`src/rtl/seg_display_bank.sv`:
```
// seg_display_bank
// Avalon-MM slave holding one segment pattern per seven-segment digit.
// Supports per-digit atomic set/clear, a global blank and optional
// hardware per-digit blinking. All digits are driven in parallel on out_port.
//
// Optional feature macro: SEG_BLINK_EN
//   defined     : blink counter, blink phase and BLINK_MASK are implemented
//   not defined : phase is constant 0, BLINK_MASK reads 0, its writes are ignored
//
// Ports
//   clk         system clock
//   reset       synchronous, active-high reset
//   address     word address (4 bits)
//   chipselect  slave select
//   write_n     active-low write strobe
//   writedata   write data (32 bits)
//   readdata    read data, combinational from address, zero wait states
//   out_port    digit i on bits [i*SEG_W +: SEG_W], polarity set by ACTIVE_LOW
//
// Address map
//   0..NUM_DIGITS-1  DATA[i]    RW
//   8                BLINK_MASK RW
//   9                BLANK      RW
//   10               STATUS     RO  bit0 blink phase, [11:8] NUM_DIGITS
//   12               OUTSET     WO  DATA[wd[18:16]] |=  wd[SEG_W-1:0]
//   13               OUTCLEAR   WO  DATA[wd[18:16]] &= ~wd[SEG_W-1:0]

module seg_display_bank #(
    parameter int NUM_DIGITS = 6,
    parameter int SEG_W      = 7,
    parameter int BLINK_DIV  = 25000000,
    parameter bit ACTIVE_LOW = 1'b1
) (
    input  logic                        clk,
    input  logic                        reset,
    input  logic [3:0]                  address,
    input  logic                        chipselect,
    input  logic                        write_n,
    input  logic [31:0]                 writedata,
    output logic [31:0]                 readdata,
    output logic [NUM_DIGITS*SEG_W-1:0] out_port
);

    localparam logic [3:0] ADDR_BLINK    = 4'd8;
    localparam logic [3:0] ADDR_BLANK    = 4'd9;
    localparam logic [3:0] ADDR_STATUS   = 4'd10;
    localparam logic [3:0] ADDR_OUTSET   = 4'd12;
    localparam logic [3:0] ADDR_OUTCLEAR = 4'd13;

    logic                        wr;
    logic [SEG_W-1:0]            data [NUM_DIGITS];
    logic                        blank;
    logic [NUM_DIGITS-1:0]       blink_mask;
    logic                        phase;
    logic [2:0]                  mod_idx;
    logic [SEG_W-1:0]            mod_bits;
    logic [NUM_DIGITS*SEG_W-1:0] disp_next;
    logic                        unused_cfg;

    assign wr       = chipselect & ~write_n;
    assign mod_idx  = writedata[18:16];
    assign mod_bits = writedata[SEG_W-1:0];

    // Only part of writedata is decoded; BLINK_DIV is unused without blinking.
    assign unused_cfg = ^{writedata, 32'(BLINK_DIV)};

    // Digit registers and blank. An OUTSET/OUTCLEAR index outside the bank
    // never matches any digit, so it is dropped without an explicit range check.
    always_ff @(posedge clk) begin
        if (reset) begin
            for (int i = 0; i < NUM_DIGITS; i++) begin
                data[i] <= '0;
            end
            blank <= 1'b0;
        end else if (wr) begin
            for (int i = 0; i < NUM_DIGITS; i++) begin
                if (address == 4'(i)) begin
                    data[i] <= mod_bits;
                end else if (address == ADDR_OUTSET && mod_idx == 3'(i)) begin
                    data[i] <= data[i] | mod_bits;
                end else if (address == ADDR_OUTCLEAR && mod_idx == 3'(i)) begin
                    data[i] <= data[i] & ~mod_bits;
                end
            end
            if (address == ADDR_BLANK) begin
                blank <= writedata[0];
            end
        end
    end

`ifdef SEG_BLINK_EN
    localparam int CNT_W = (BLINK_DIV > 2) ? $clog2(BLINK_DIV) : 1;

    logic [CNT_W-1:0] blink_cnt;

    // A BLINK_MASK write restarts the blink cycle, taking priority over a
    // terminal count in the same cycle so the new mask starts in the lit half.
    always_ff @(posedge clk) begin
        if (reset) begin
            blink_mask <= '0;
            blink_cnt  <= '0;
            phase      <= 1'b0;
        end else if (wr && address == ADDR_BLINK) begin
            blink_mask <= writedata[NUM_DIGITS-1:0];
            blink_cnt  <= '0;
            phase      <= 1'b0;
        end else if (blink_cnt == CNT_W'(BLINK_DIV - 1)) begin
            blink_cnt <= '0;
            phase     <= ~phase;
        end else begin
            blink_cnt <= blink_cnt + 1'b1;
        end
    end
`else
    assign blink_mask = '0;
    assign phase      = 1'b0;
`endif

    always_comb begin
        disp_next = '0;
        for (int i = 0; i < NUM_DIGITS; i++) begin
            disp_next[i*SEG_W +: SEG_W] = (blank || (blink_mask[i] && phase)) ? '0 : data[i];
        end
        if (ACTIVE_LOW) begin
            disp_next = ~disp_next;
        end
    end

    // Registered output keeps the pins glitch-free; it lags the registers by one edge.
    always_ff @(posedge clk) begin
        if (reset) begin
            out_port <= ACTIVE_LOW ? '1 : '0;
        end else begin
            out_port <= disp_next;
        end
    end

    // Reads return 0 while reset is held, including STATUS.
    always_comb begin
        readdata = '0;
        if (!reset) begin
            for (int i = 0; i < NUM_DIGITS; i++) begin
                if (address == 4'(i)) begin
                    readdata = 32'(data[i]);
                end
            end
            case (address)
                ADDR_BLINK:  readdata = 32'(blink_mask);
                ADDR_BLANK:  readdata = {31'd0, blank};
                ADDR_STATUS: readdata = {20'd0, 4'(NUM_DIGITS), 7'd0, phase};
                default:     ;
            endcase
        end
    end

endmodule

```
`config.mk`:
```
export PLATFORM = sky130hd
export DESIGN_NAME = seg_display_bank
export DESIGN_NICKNAME = d
export VERILOG_FILES = /design/src/rtl/seg_display_bank.sv
export SDC_FILE = /design/constraint.sdc
export NUM_CORES = 1
export LEC_CHECK = 0
export ABC_AREA = 1
export BUFFER_PORTS_ARGS = -buffer_cell sky130_fd_sc_hd__clkbuf_2
export CAP_MARGIN = 30
export CORE_MARGIN = 2
export CORE_UTILIZATION = 57
export CTS_CLUSTER_SIZE = 8
export DETAILED_ROUTE_END_ITERATION = 6
export HOLD_SLACK_MARGIN = 0.03
export PLACE_DENSITY = 0.86
export SYNTH_ARGS = -nofsm -noshare
export SYNTH_HDL_FRONTEND = slang
export SYNTH_SLANG_ARGS = --single-unit
```
`constraint.sdc`:
```
create_clock -name clk -period 2.98 [get_ports clk]
set_clock_uncertainty 0.2 [all_clocks]
set_input_delay 0.298 -clock clk [delete_from_list [all_inputs] [get_ports clk]]
set_output_delay 0.298 -clock clk [all_outputs]
set_load 0.05 [all_outputs]
```
Word-level counts from Yosys, hierarchy flattened
Memory sizes are Yosys's and may differ from the RTL's. Cells that the tools add are included.

Equal/unequal tests: 15. Muxes and demuxes: 124. Bitwise gates (word level): 34. Reduce and logical (&&, ||, !) cells: 15.

Operator list (number): 32-bit two-way mux (6); 7-bit two-way mux (25); 32-bit one-hot mux with 3 select lines (1); 1-bit two-way mux (92); 7-bit bitwise AND (6); 42-bit inverter (1); 7-bit OR (6); 4-bit == test (second input constant) (5); 1-bit OR (18); 1-bit logical AND (12); 4-bit by 2-bit == test with 1-bit output (second input constant) (2); 4-bit by 3-bit == test with 1-bit output (second input constant) (2); 7-bit inverter (1); 3-bit by 2-bit == test with 1-bit output (second input constant) (2); 3-bit == test (second input constant) (2); 4-bit by 1-bit == test with 1-bit output (second input constant) (1); 4-bit zero test (1); 3-bit by 1-bit == test with 1-bit output (second input constant) (1); 3-bit zero test (1); 2-bit AND reduction (1); 1-bit bitwise AND (1); 1-bit inverter (1).

Register bits after elaboration: 43. Memory bits (writable): 42. Input bits: 40. Output and inout port bits: 74. Logic and storage cells: 191. Memories: 1.

Memory list: data (depth 6, width 7, rd ports 6, clocked after Yosys merged registers in 0, wr ports 6, RTL line 51) `logic [SEG_W-1:0] data [NUM_DIGITS];`.

Depth between registers and ports, before layout
Depth in word-level cells: 9. Depth in mapped cells: 11. Mapped depth without buffers: 10.

Worst setup path before layout
Ideal clock, no wire load.

Kind: input port to output port. Start: in address[1]. End: out readdata[10]. Arrival: 2413 ps. Path slack: 69 ps. Cell stages on the path: 4. Path buffers: 2. Cells stage by stage: buf_6 > nand2_1 > nor4_1 > buf_4.

Word-level cells in the longest chain between the ends: 7. Elaborated cells on any way between the ends: 13.

RTL lines: start, declared (RTL line 36) `input logic [3:0] address,`; 4-bit by 2-bit == test with 1-bit output (RTL line 143) `if (address == 4'(i)) begin`; 32-bit two-way mux (4 in series) (RTL line 143); 32-bit one-hot mux with 3 select lines * (RTL line 147) `case (address)`; 32-bit two-way mux * (RTL line 141) `if (!reset) begin`; end, declared (RTL line 40) `output logic [31:0] readdata,`.

Every way passes the cells marked *; elsewhere a longest branch is shown, timed or not.

Worst setup path in the final report
Start: in address[0]. End: out readdata[2].

Word-level cells in the longest chain between the ends: 9. Elaborated cells on any way between the ends: 17.

RTL lines (RTL line): 4-bit zero test (143); 7-bit two-way mux (143); 32-bit two-way mux (5 in series) (143); 32-bit one-hot mux with 3 select lines * (147); 32-bit two-way mux * (141).

Marks and branches as above.

==> flow_summary.yaml <==
logic_synthesis:
  synthAdderAreaFrac: 0
  synth_top_family_by_area: "simple AND/OR/NAND/NOR gates"
  synthMuxAreaShare: 0
  synthArstFlopShare: 0
  syn-cell-area_mm2: 0.004178
  synth-simple-area-share: 0.3025
  synthXorXnorAreaFrac: 0
  syn_avg_cell_area_um2: 7.912
  synth_warnings: 0
  synth_seq_area_share: 0.5079
  ys_ff_latch: 85
  synthFlopType: "dfxtp_1"
  syn-instance-count: 528
  synth_compound_area_frac: 0.07877
  synth_edf_count: 42
  yosysUniqueCellTypes: 32
routing:
  drtIter0Drc: 368
  drc: 0
  wirelength_um: 11170
  num_vias: 3754
  viasPerCell: 5.386
  firstDrtPassIters: 5
  antenna_left: 0
  wl_per_cell_um: 16.03
floorplan:
  dieArea_mm2: 0.008030
  die_width_um: 89.61
  ios: 114
  core_area_mm2: 0.007176
  initial_core_util: 0.5822
  fp.dieH_um: 89.61
  rows: 31
timing:
  maxSlewViolCount: 0
  slew_headroom: 0.4829
  max_clock_freq_ghz: 0.4348
  hold_viol_final: 0
  setup-violations-final: 0
  rsz0062_at_grt: "no"
  hold_ws_ns: 0.1149
  tns_ns: 0
  finalCriticalPeriod_ns: 2.300
  tightest_slew_ns: 0.7749
  period_share: 0.7718
final_layout:
  num_antenna_cells: 0
  nets: 633
  drive_above_1_share: 0.1940
  syn_to_final_growth_pct: 12.52
  layout_commonest_cell: "nand2_1"
  final_cell_mix: "nand2_1, clkbuf_2, inv_1"
clock_tree:
  postCtsResizedCells: 0
  cts_tree: "built"
  clk_latency_ns: 0.35
  htree_num_levels: 3
  clkTransAtPathRegs_ns: 0.09
  cts_buffers: 9
  clock-sinks: 85
  cts_root_buffer: "clkbuf_8"
  ctsLongestPathBuffers: 2
  post-cts-setup-buffers: 0
  cts_hold_buffers: 0
power_and_ir_drop:
  power.total_mw: 2.559
  p_leak_nw: 2.257
  swShare: 0.3097
  clkPwrFrac: 0.322
  seqPwrFrac: 0.518
  power_frac_comb: 0.160
  p_switching_mw: 0.7924
  cell_internal_pwr_mw: 1.767
  ir_worst_vdd_mv: 0.2903
  p_per_area_mw_per_mm2: 544.4
worst_setup_path:
  critPathMaxFanout: 12
  reg2reg_to: "out_port[34]"
  setup.worst_path.class: "in -> out"
  crit_arrival_ns: 1.80
  startpoint_type: "primary input"
  cp.required_ns: 2.48
  endpoint_kind: "output port"
  rr_worst_depth: 3
  r2r_start: "blank"
  worst-r2r-setup-slack_ns: 1.48
grt:
  antenna_found_initial: 0
  met2_usage: 0.4445
  grt_max_degree: 35
  met3_usage: 0.05576
  grt_pass1_vias: 3428
  grt_pass1_wl_um: 17150
  grtUsageTotal: 0.2913
  top_usage_layer: "met2"
  met1_usage: 0.3924
  grt_overflow: 0
placement:
  dp_hpwl_um: 8415
  gp_congestion: 1.018
  port_buffers: 68
hold_path:
  hold_end: "out_port[10]"
  min_path_cells: 3
  min-delay-start: "reset"
  hp-class: "in -> reg"
status:
  status: "complete, no violations"
flow_run:
  cap_violations: 0
[kinds of logic after synthesis]
kind of cell / count (synthesis)
AOI/OAI and AO/OA: 61
buffers and inverters: 94
DFF: 85
other: 1
and+or+nand+nor: 287
[critical path, stage by stage]
cell	delay [ns]
clkbuf_2	0.17
inv_2	0.07
nor2_1	0.20
nand2_1	0.30
inv_1	0.18
a21oi_1	0.06
a21oi_1	0.20
clkbuf_2	0.31
[power by group through the flow]
stage	registers (mW)	clock network, mW	logic, mW
2_1_floorplan	1.45	0	0.228
6_report	1.33	0.823	0.409
3_5_place_dp	1.35	0	0.405
4_1_cts	1.33	0.829	0.406
3_3_place_gp	1.35	0	0.400
5_1_grt	1.33	0.868	0.437
[cell usage after synthesis, drive strengths merged, types with 2 or more instances]
| library cell | count | area, um^2 |
|---|---|---|
| buf | 32 | 226.5 |
| nand4 | 6 | 43.79 |
| clkbuf | 7 | 26.28 |
| o21bai | 2 | 15.01 |
| o211ai | 2 | 15.01 |
| nor3 | 4 | 20.02 |
| nand2 | 188 | 760.7 |
| nand3 | 30 | 155.1 |
| a21oi | 23 | 118.9 |
| nor2 | 52 | 240.2 |
| edfxtp | 42 | 1261 |
| inv | 55 | 206.5 |
| o21ai | 29 | 145.1 |
| o22ai | 3 | 18.77 |
| and2 | 6 | 37.54 |
| dfxtp | 43 | 860.8 |
[sequential cells by signal, indices dropped and copies added, names as in the netlist]
name	flops
blank	1
data	42
out_port	42
[stage by stage]
stage          cells  instance area, um^2    util  setup WS [ns]
2_1_floorplan    550                 4260       -        0.06859
3_3_place_gp     681                 4497  0.6267         0.7197
3_5_place_dp     681                 4497  0.6267         0.6709
4_1_cts          697                 4701  0.6551         0.7523
5_1_grt          697                 4701  0.6551         0.5818
6_report         697                 4701  0.6551         0.6800
[routing by layer]
layer / up-vias / share of wire
met5: - / 0
met4: 0 / 0.048
met3: 35 / 0.092
met2: 234 / 0.45
met1: 1721 / 0.41
li1: 1764 / -
[worst max-delay path by stage]
stage / slack [ns] / end / cells after the start / startpoint
final: 0.68 / readdata[2] / 8 / address[0]
after global routing: 0.58 / readdata[1] / 9 / address[2]
after CTS: 0.75 / readdata[2] / 9 / address[2]
after detailed placement: 0.67 / data[5][5] / 5 / address[0]
after global placement: 0.72 / readdata[3] / 9 / address[2]
after floorplan: 0.07 / readdata[10] / 4 / address[1]
[final cells by class]
type	count	area (um^2)
fill	601	2475
sequential	85	2122
multi-input combinational	371	1682
timing repair buffer	71	362.8
inverter	55	206.4
clock buffer	13	181.4
tap	99	123.9
clock inverter	3	22.52
Note: power is estimated with default switching activity, not from simulation.
